[src/rtl/seq_divider_n.sv]
// seq_divider_n: multi-cycle restoring divider for unsigned operands.
// One quotient bit is resolved per clock, giving WIDTH CALC cycles per
// nonzero-divisor operation. A divide-by-zero skips CALC entirely and
// reports error=1 with zero quotient and remainder.
//
// Ports:
//   clk        rising-edge clock
//   rst        synchronous reset, active-high
//   start      request; only sampled while IDLE
//   dividend   unsigned A, captured on accepted start
//   divisor    unsigned B, captured on accepted start
//   busy       high during every CALC cycle
//   done       one-cycle pulse in FIN when results become valid
//   quotient   floor(A/B), registered, held until the next FIN
//   remainder  A mod B, registered, held until the next FIN
//   error      last completed operation had a zero divisor
module seq_divider_n #(
   parameter int WIDTH = 4
) (
   input  logic             clk,
   input  logic             rst,
   input  logic             start,
   input  logic [WIDTH-1:0] dividend,
   input  logic [WIDTH-1:0] divisor,
   output logic             busy,
   output logic             done,
   output logic [WIDTH-1:0] quotient,
   output logic [WIDTH-1:0] remainder,
   output logic             error
);

   localparam int CW = $clog2(WIDTH + 1);

   typedef enum logic [1:0] {IDLE, CALC, FIN} state_t;

   state_t           state_q, state_d;
   logic [WIDTH-1:0] q_q, q_d;      // dividend shifting out / quotient shifting in
   logic [WIDTH-1:0] b_q, b_d;      // latched divisor
   logic [WIDTH:0]   r_q, r_d;      // partial remainder, one extra bit so the compare never wraps
   logic [CW-1:0]    cnt_q, cnt_d;
   logic             busy_q, busy_d;
   logic             done_q, done_d;
   logic [WIDTH-1:0] quot_q, quot_d;
   logic [WIDTH-1:0] rem_q, rem_d;
   logic             err_q, err_d;

   logic [WIDTH:0]   r_sh;
   logic [WIDTH:0]   r_sub;
   logic             ge;
   logic [CW-1:0]    cnt_dec;

   always_comb begin
      r_sh    = {r_q[WIDTH-1:0], q_q[WIDTH-1]};
      r_sub   = r_sh - {1'b0, b_q};
      ge      = (r_sh >= {1'b0, b_q});
      cnt_dec = cnt_q - 1'b1;

      state_d = state_q;
      q_d     = q_q;
      b_d     = b_q;
      r_d     = r_q;
      cnt_d   = cnt_q;
      busy_d  = 1'b0;
      done_d  = 1'b0;
      quot_d  = quot_q;
      rem_d   = rem_q;
      err_d   = err_q;

      case (state_q)
         IDLE: begin
            if (start) begin
               if (divisor != '0) begin
                  q_d     = dividend;
                  b_d     = divisor;
                  r_d     = '0;
                  cnt_d   = CW'(WIDTH);
                  busy_d  = 1'b1;
                  state_d = CALC;
               end else begin
                  // Zero divisor: results are known immediately.
                  quot_d  = '0;
                  rem_d   = '0;
                  err_d   = 1'b1;
                  done_d  = 1'b1;
                  state_d = FIN;
               end
            end
         end
         CALC: begin
            r_d   = ge ? r_sub : r_sh;
            q_d   = {q_q[WIDTH-2:0], ge};
            cnt_d = cnt_dec;
            if (cnt_dec == '0) begin
               // Publish on the final iteration so outputs never see partial values.
               quot_d  = {q_q[WIDTH-2:0], ge};
               rem_d   = r_d[WIDTH-1:0];
               err_d   = 1'b0;
               done_d  = 1'b1;
               state_d = FIN;
            end else begin
               busy_d = 1'b1;
            end
         end
         FIN:     state_d = IDLE;
         default: state_d = IDLE;
      endcase
   end

   always_ff @(posedge clk) begin
      if (rst) begin
         state_q <= IDLE;
         q_q     <= '0;
         b_q     <= '0;
         r_q     <= '0;
         cnt_q   <= '0;
         busy_q  <= 1'b0;
         done_q  <= 1'b0;
         quot_q  <= '0;
         rem_q   <= '0;
         err_q   <= 1'b0;
      end else begin
         state_q <= state_d;
         q_q     <= q_d;
         b_q     <= b_d;
         r_q     <= r_d;
         cnt_q   <= cnt_d;
         busy_q  <= busy_d;
         done_q  <= done_d;
         quot_q  <= quot_d;
         rem_q   <= rem_d;
         err_q   <= err_d;
      end
   end

   assign busy      = busy_q;
   assign done      = done_q;
   assign quotient  = quot_q;
   assign remainder = rem_q;
   assign error     = err_q;

endmodule

[config.mk]
export PLATFORM = sky130hd
export DESIGN_NAME = seq_divider_n
export DESIGN_NICKNAME = d
export VERILOG_FILES = /design/src/rtl/seq_divider_n.sv
export SDC_FILE = /design/constraint.sdc
export NUM_CORES = 1
export LEC_CHECK = 0
export BUFFER_PORTS_ARGS = -buffer_cell sky130_fd_sc_hd__buf_2
export CAP_MARGIN = 15
export CORE_MARGIN = 2
export CORE_UTILIZATION = 55
export DETAILED_ROUTE_END_ITERATION = 10
export PLACE_DENSITY_LB_ADDON = 0.1
export SYNTH_ARGS = -nofsm -noshare
export SYNTH_HDL_FRONTEND = slang
export SYNTH_SLANG_ARGS = --single-unit
[constraint.sdc]
create_clock -name clk -period 2.5 [get_ports clk]
set_input_delay 0.375 -clock clk [delete_from_list [all_inputs] [get_ports clk]]
set_output_delay 0.375 -clock clk [all_outputs]
set_load 0.1 [all_outputs]
---- Word-level counts from Yosys, hierarchy flattened ----
Index checks and enable logic that the tools add are counted.
storage, ports and cells
  memory bits (read-only) ................. 0
  memories kept ........................... 0
  memory bits (writable) .................. 0
  output and inout port bits .............. 11
  bits in registers ....................... 28
  bits in latches ......................... 0
  word-level logic and storage cells ...... 58
  bits of input ports ..................... 11
operators by class
  multipliers ............................. 0
  bitwise gates (word level) .............. 0
  order comparisons ....................... 1
  equal/unequal tests ..................... 5
  divide/modulo/power cells ............... 0
  shifts and indexed selects .............. 0
  reduce and logical (&&, ||, !) cells .... 8
  muxes and demuxes ....................... 32
  add/subtract/negate cells ............... 2
operators by type and width
  kind                                                                    number
  4-bit 2-to-1 mux                                                        9
  4-bit one-hot mux with 2 select lines                                   4
  1-bit 2-to-1 mux                                                        9
  2-bit inequality test (second input constant)                           4
  2-bit 2-to-1 mux                                                        3
  3-bit 2-to-1 mux                                                        2
  1-bit one-hot mux with 2 select lines                                   3
  3-bit one-hot mux with 2 select lines                                   1
  3-bit AND reduction                                                     2
  5-bit by 4-bit >= comparator with 1-bit output                          1
  2-bit one-hot mux with 2 select lines                                   1
  4-bit AND reduction                                                     1
  4-bit nonzero test                                                      1
  4-bit subtractor                                                        1
  3-bit zero test                                                         1
  3-bit by 1-bit subtractor with 3-bit output (second input constant)     1
  2-bit by 1-bit equality test with 1-bit output (second input constant)  1
  2-bit zero test                                                         1
  2-bit AND reduction                                                     1
  2-bit nonzero test                                                      1

---- Longest topological paths before layout ----
  depth in word-level cells ............... 4
  mapped depth ............................ 8
  gate-level depth less buffers ........... 7

---- Worst setup path after synthesis ----
Ideal clock, no wire load.
  kind .................................... flip-flop to flip-flop
  start point ............................. register q_q[3]
  end point ............................... register rem_q[1] (netlist: remainder[1])
  data required time ...................... 2.384 ns
  cell stages (with the launch flop) ...... 8
  setup slack ............................. 0.605 ns
  clock period less this slack ............ 1.895 ns
  data arrival time ....................... 1.779 ns
  path through ............................ dfxtp_1 inv_1 ha_1 nand2b_1 a2111oi_2 a21oi_1 mux2i_1 a31o_2
on the way
  word-level cells in the longest chain between the ends .. 4
  elaborated cells between the ends (all ways) .. 5
  those cells by class .................... 1 x add/sub; 1 x order compare; 3 x mux
RTL lines
  element                                                                                    line    RTL
  start, declared                                                                            37      logic [WIDTH-1:0] q_q, q_d;
  start signal, assigned                                                                     123     q_q <= q_d;
  4-bit subtractor / 5-bit by 4-bit >= comparator with 1-bit output (equally long branches)  54, 55
  4-bit 2-to-1 mux (*)                                                                       90      r_d = ge ? r_sub : r_sh;
  4-bit 2-to-1 mux (*)                                                                       93      if (cnt_dec == '0) begin
  4-bit one-hot mux with 2 select lines (*)                                                  69      case (state_q)
  end signal, assigned                                                                       130     rem_q <= rem_d;
  end, declared                                                                              44      logic [WIDTH-1:0] rem_q, rem_d;
Mark *: on every way between the ends. The rest lies on a longest branch, timed or not. The select of a mux whose other input is x is not followed.
A chain may end at the register's enable or synchronous reset.

---- Worst setup path after layout ----
Same ends and word-level chain as after synthesis.

==> impl_metrics.json <==
{
  "critPathRequiredTime_ns": 2.75,
  "synth_edf_count": 0,
  "grt_pass1_wl_um": 4616,
  "die_area_um2": 2931,
  "overflow": 0,
  "cts.clk_slew.worst_paths_ns": 0.16,
  "arrival_ns": 2.27,
  "core_area_um2": 2432,
  "p_per_area_nw_per_um2": 680.6,
  "relSlewSlack_pct": 47.57,
  "synth_flop_cell": "dfxtp_1",
  "synth_top_area_share_pct": 40.54,
  "fmax_ghz": 0.4941,
  "multiInputGateArea_um2": 752.0,
  "clock-root-buffer": "clkbuf_4",
  "synth_top_area_cell": "dfxtp_1",
  "final_core_util_pct": 63.53,
  "cp-start-kind": "flip-flop",
  "drt_iter0_drc": 25,
  "avgRoutedWirePerCell_um": 14.17,
  "period_needed_ns": 2.024,
  "num-nets-final": 194,
  "p_clk_share_pct": 28.3,
  "post_cts_resized": 0,
  "p_sw_share_pct": 30.41,
  "leakagePower_nw": 0.6516,
  "grt_antenna_before_repair": 0,
  "die_h_um": 54.14,
  "cts_tree": "built",
  "drive_gt1_share_pct": 21.14,
  "cp_max_fo": 5,
  "die_w_um": 54.14,
  "drc": 0,
  "synth_area_leaders": "dfxtp_1, ha_1, nand2_1",
  "num_rows": 18,
  "ys_seq_area_share_pct": 40.54,
  "initial_core_util_pct": 56.84,
  "ant_nets": 0,
  "dp_cells": 201,
  "cts_max_level": 1,
  "synthArstFlopShare_pct": 0,
  "netlist_instances": 157,
  "grt_pass1_vias": 1076,
  "finalInstanceArea_um2": 1545,
  "viasPerCell": 5.688,
  "grt_max_degree": 32,
  "period_share_pct": 80.96,
  "final-max-slew-violation-count": 0,
  "finalNonFillerCells": 205,
  "fillers": 234,
  "rsz0062_at_grt": "no",
  "drv_cap": 0,
  "ys_ff_latch": 28,
  "yosys.cell_count.top_type": "dfxtp_1",
  "syn_area_um2": 1383,
  "portBuffers": 21,
  "yosysWarnings": 0,
  "holdBufCountCts": 0,
  "clk_latency_ns": 0.33,
  "fin_tns_setup_ns": 0,
  "cts_sinks": 28,
  "worstMarginPinSlew_ns": 0.7836,
  "syn_to_final_growth_pct": 11.76,
  "routed_wl_um": 2904,
  "first_pass_iters": 4,
  "antenna_cells": 0,
  "cts_buffer_depth": 2,
  "seqPwrFrac_pct": 47.2,
  "synth_cell_types": 40,
  "p_comb_share_pct": 24.5,
  "grt_use_total_pct": 21.52,
  "vias": 1166,
  "register_area_um2": 560.5,
  "vdd_drop_max_mv": 0.4698,
  "min_path_type": "input pin to flip-flop",
  "p_int_mw": 0.7319,
  "hold_viol_final": 0,
  "total_power_mw": 1.052,
  "slowest_delay_ns": 0.41,
  "io_pins": 22,
  "fin_skew_ns": 0.008275,
  "numCtsBuffers": 3,
  "ys_top_cells_by_count": "dfxtp_1, nand2_1, nor2_1",
  "hpwlAfterDp_um": 2137,
  "syn-num-nets": 175,
  "syn_avg_cell_area_um2": 8.806,
  "crit_path_end_kind": "flip-flop",
  "placed_cell_area_um2": 1493,
  "p_switching_mw": 0.3198,
  "path_class": "flip-flop to flip-flop",
  "status": "finished clean",
  "worstPathCellList": "inv_1, ha_1, nand2b_1, a2111oi_2, a21oi_1, mux2i_1, a31o_2",
  "crit_slowest_cell": "a2111oi_2",
  "finalSetupViolCount": 0,
  "gp_congestion": 0.9370,
  "post_cts_buffers": 0
}
-- registers in the layout, indices dropped and copies added, names as in the netlist --
| register | count |
|---|---|
| b_q | 4 |
| busy | 1 |
| cnt_q | 3 |
| done | 1 |
| error | 1 |
| q_q | 4 |
| quotient | 4 |
| r_q | 4 |
| remainder | 4 |
| state_q | 2 |
-- path summary, 6_finish.rpt --
path	startpoint	to	slack (ns)	cells past startpoint
max	q_q[3]$_SDFFE_PP0P_	remainder[1]$_SDFFE_PP0P_	0.48	7
min	dividend[1]	q_q[1]$_SDFFE_PP0P_	0.29	3
max reg2reg	q_q[3]$_SDFFE_PP0P_	remainder[1]$_SDFFE_PP0P_	0.48	7
min reg2reg	quotient[1]$_SDFFE_PP0P_	quotient[1]$_SDFFE_PP0P_	0.46	2
-- area by class of cell --
| type | count | area share (%) |
|---|---|---|
| Clock buffer | 3 | 1.457 |
| Clock inverter | 1 | 1.943 |
| Inverter | 8 | 1.943 |
| Multi-Input combinational cell | 113 | 48.66 |
| Sequential cell | 28 | 36.28 |
| Tap cell | 30 | 2.429 |
| Timing Repair Buffer | 22 | 7.287 |
-- logic make-up after synthesis --
group,synth area share (%)
buf+inv,5.068
mux,2.172
simple gates,25.16
flops,40.54
xor+xnor,1.901
compound gates,18.28
fa+ha+maj,6.878
-- cells in the final DEF (no fill, tap or decap), types with 2 or more instances in the layout --
cell and count:
a21oi_1 10, or2_2 2, or3_1 2, a31o_2 2, inv_1 8, a311oi_1 5, mux2i_1 3, nand3b_1 2
a22oi_1 4, nand3_1 8, nor3_1 2, nand2b_1 5, nor3b_1 2, a31oi_1 4, dfxtp_1 28, ha_1 6
buf_2 21, clkbuf_4 3, nor2_1 18, nand2_1 18, xnor2_1 2
-- stage by stage --
| stage | worst slack [ns] | hold WS, ns |
|---|---|---|
| floorplan | 0.6048 | 0.4474 |
| global placement | 0.5345 | 0.4372 |
| detailed placement | 0.4858 | 0.4470 |
| CTS | 0.4726 | 0.2868 |
| global route | 0.3168 | 0.2834 |
| finish | 0.4760 | 0.2892 |
-- worst max-delay path: cells and delay by family, from the launching register on --
family,cells,cell delay (ns)
AO/OA/AOI/OAI,3,0.85
flip-flops,1,0.38
adder cells (fa/ha/maj),1,0.33
buffers and inverters,1,0.06
AND/OR/NAND/NOR,1,0.16
multiplexers,1,0.16
-- power groups by stage --
stage	sequential (mW)	clock (mW)	combinational [mW]
after floorplan	0.526	0	0.181
after global placement	0.504	0	0.250
after detailed placement	0.505	0	0.256
after CTS	0.496	0.303	0.257
after global routing	0.500	0.318	0.286
final	0.496	0.297	0.258
-- metal layers --
layer,vias up,share of wire (%),track usage (%)
li1,596,-,-
met1,542,49,27.62
met2,22,46,35.94
met3,6,3.1,3.611
met4,0,1.5,7.917
met5,-,0,0
Note: power is estimated with default switching activity, not from simulation.
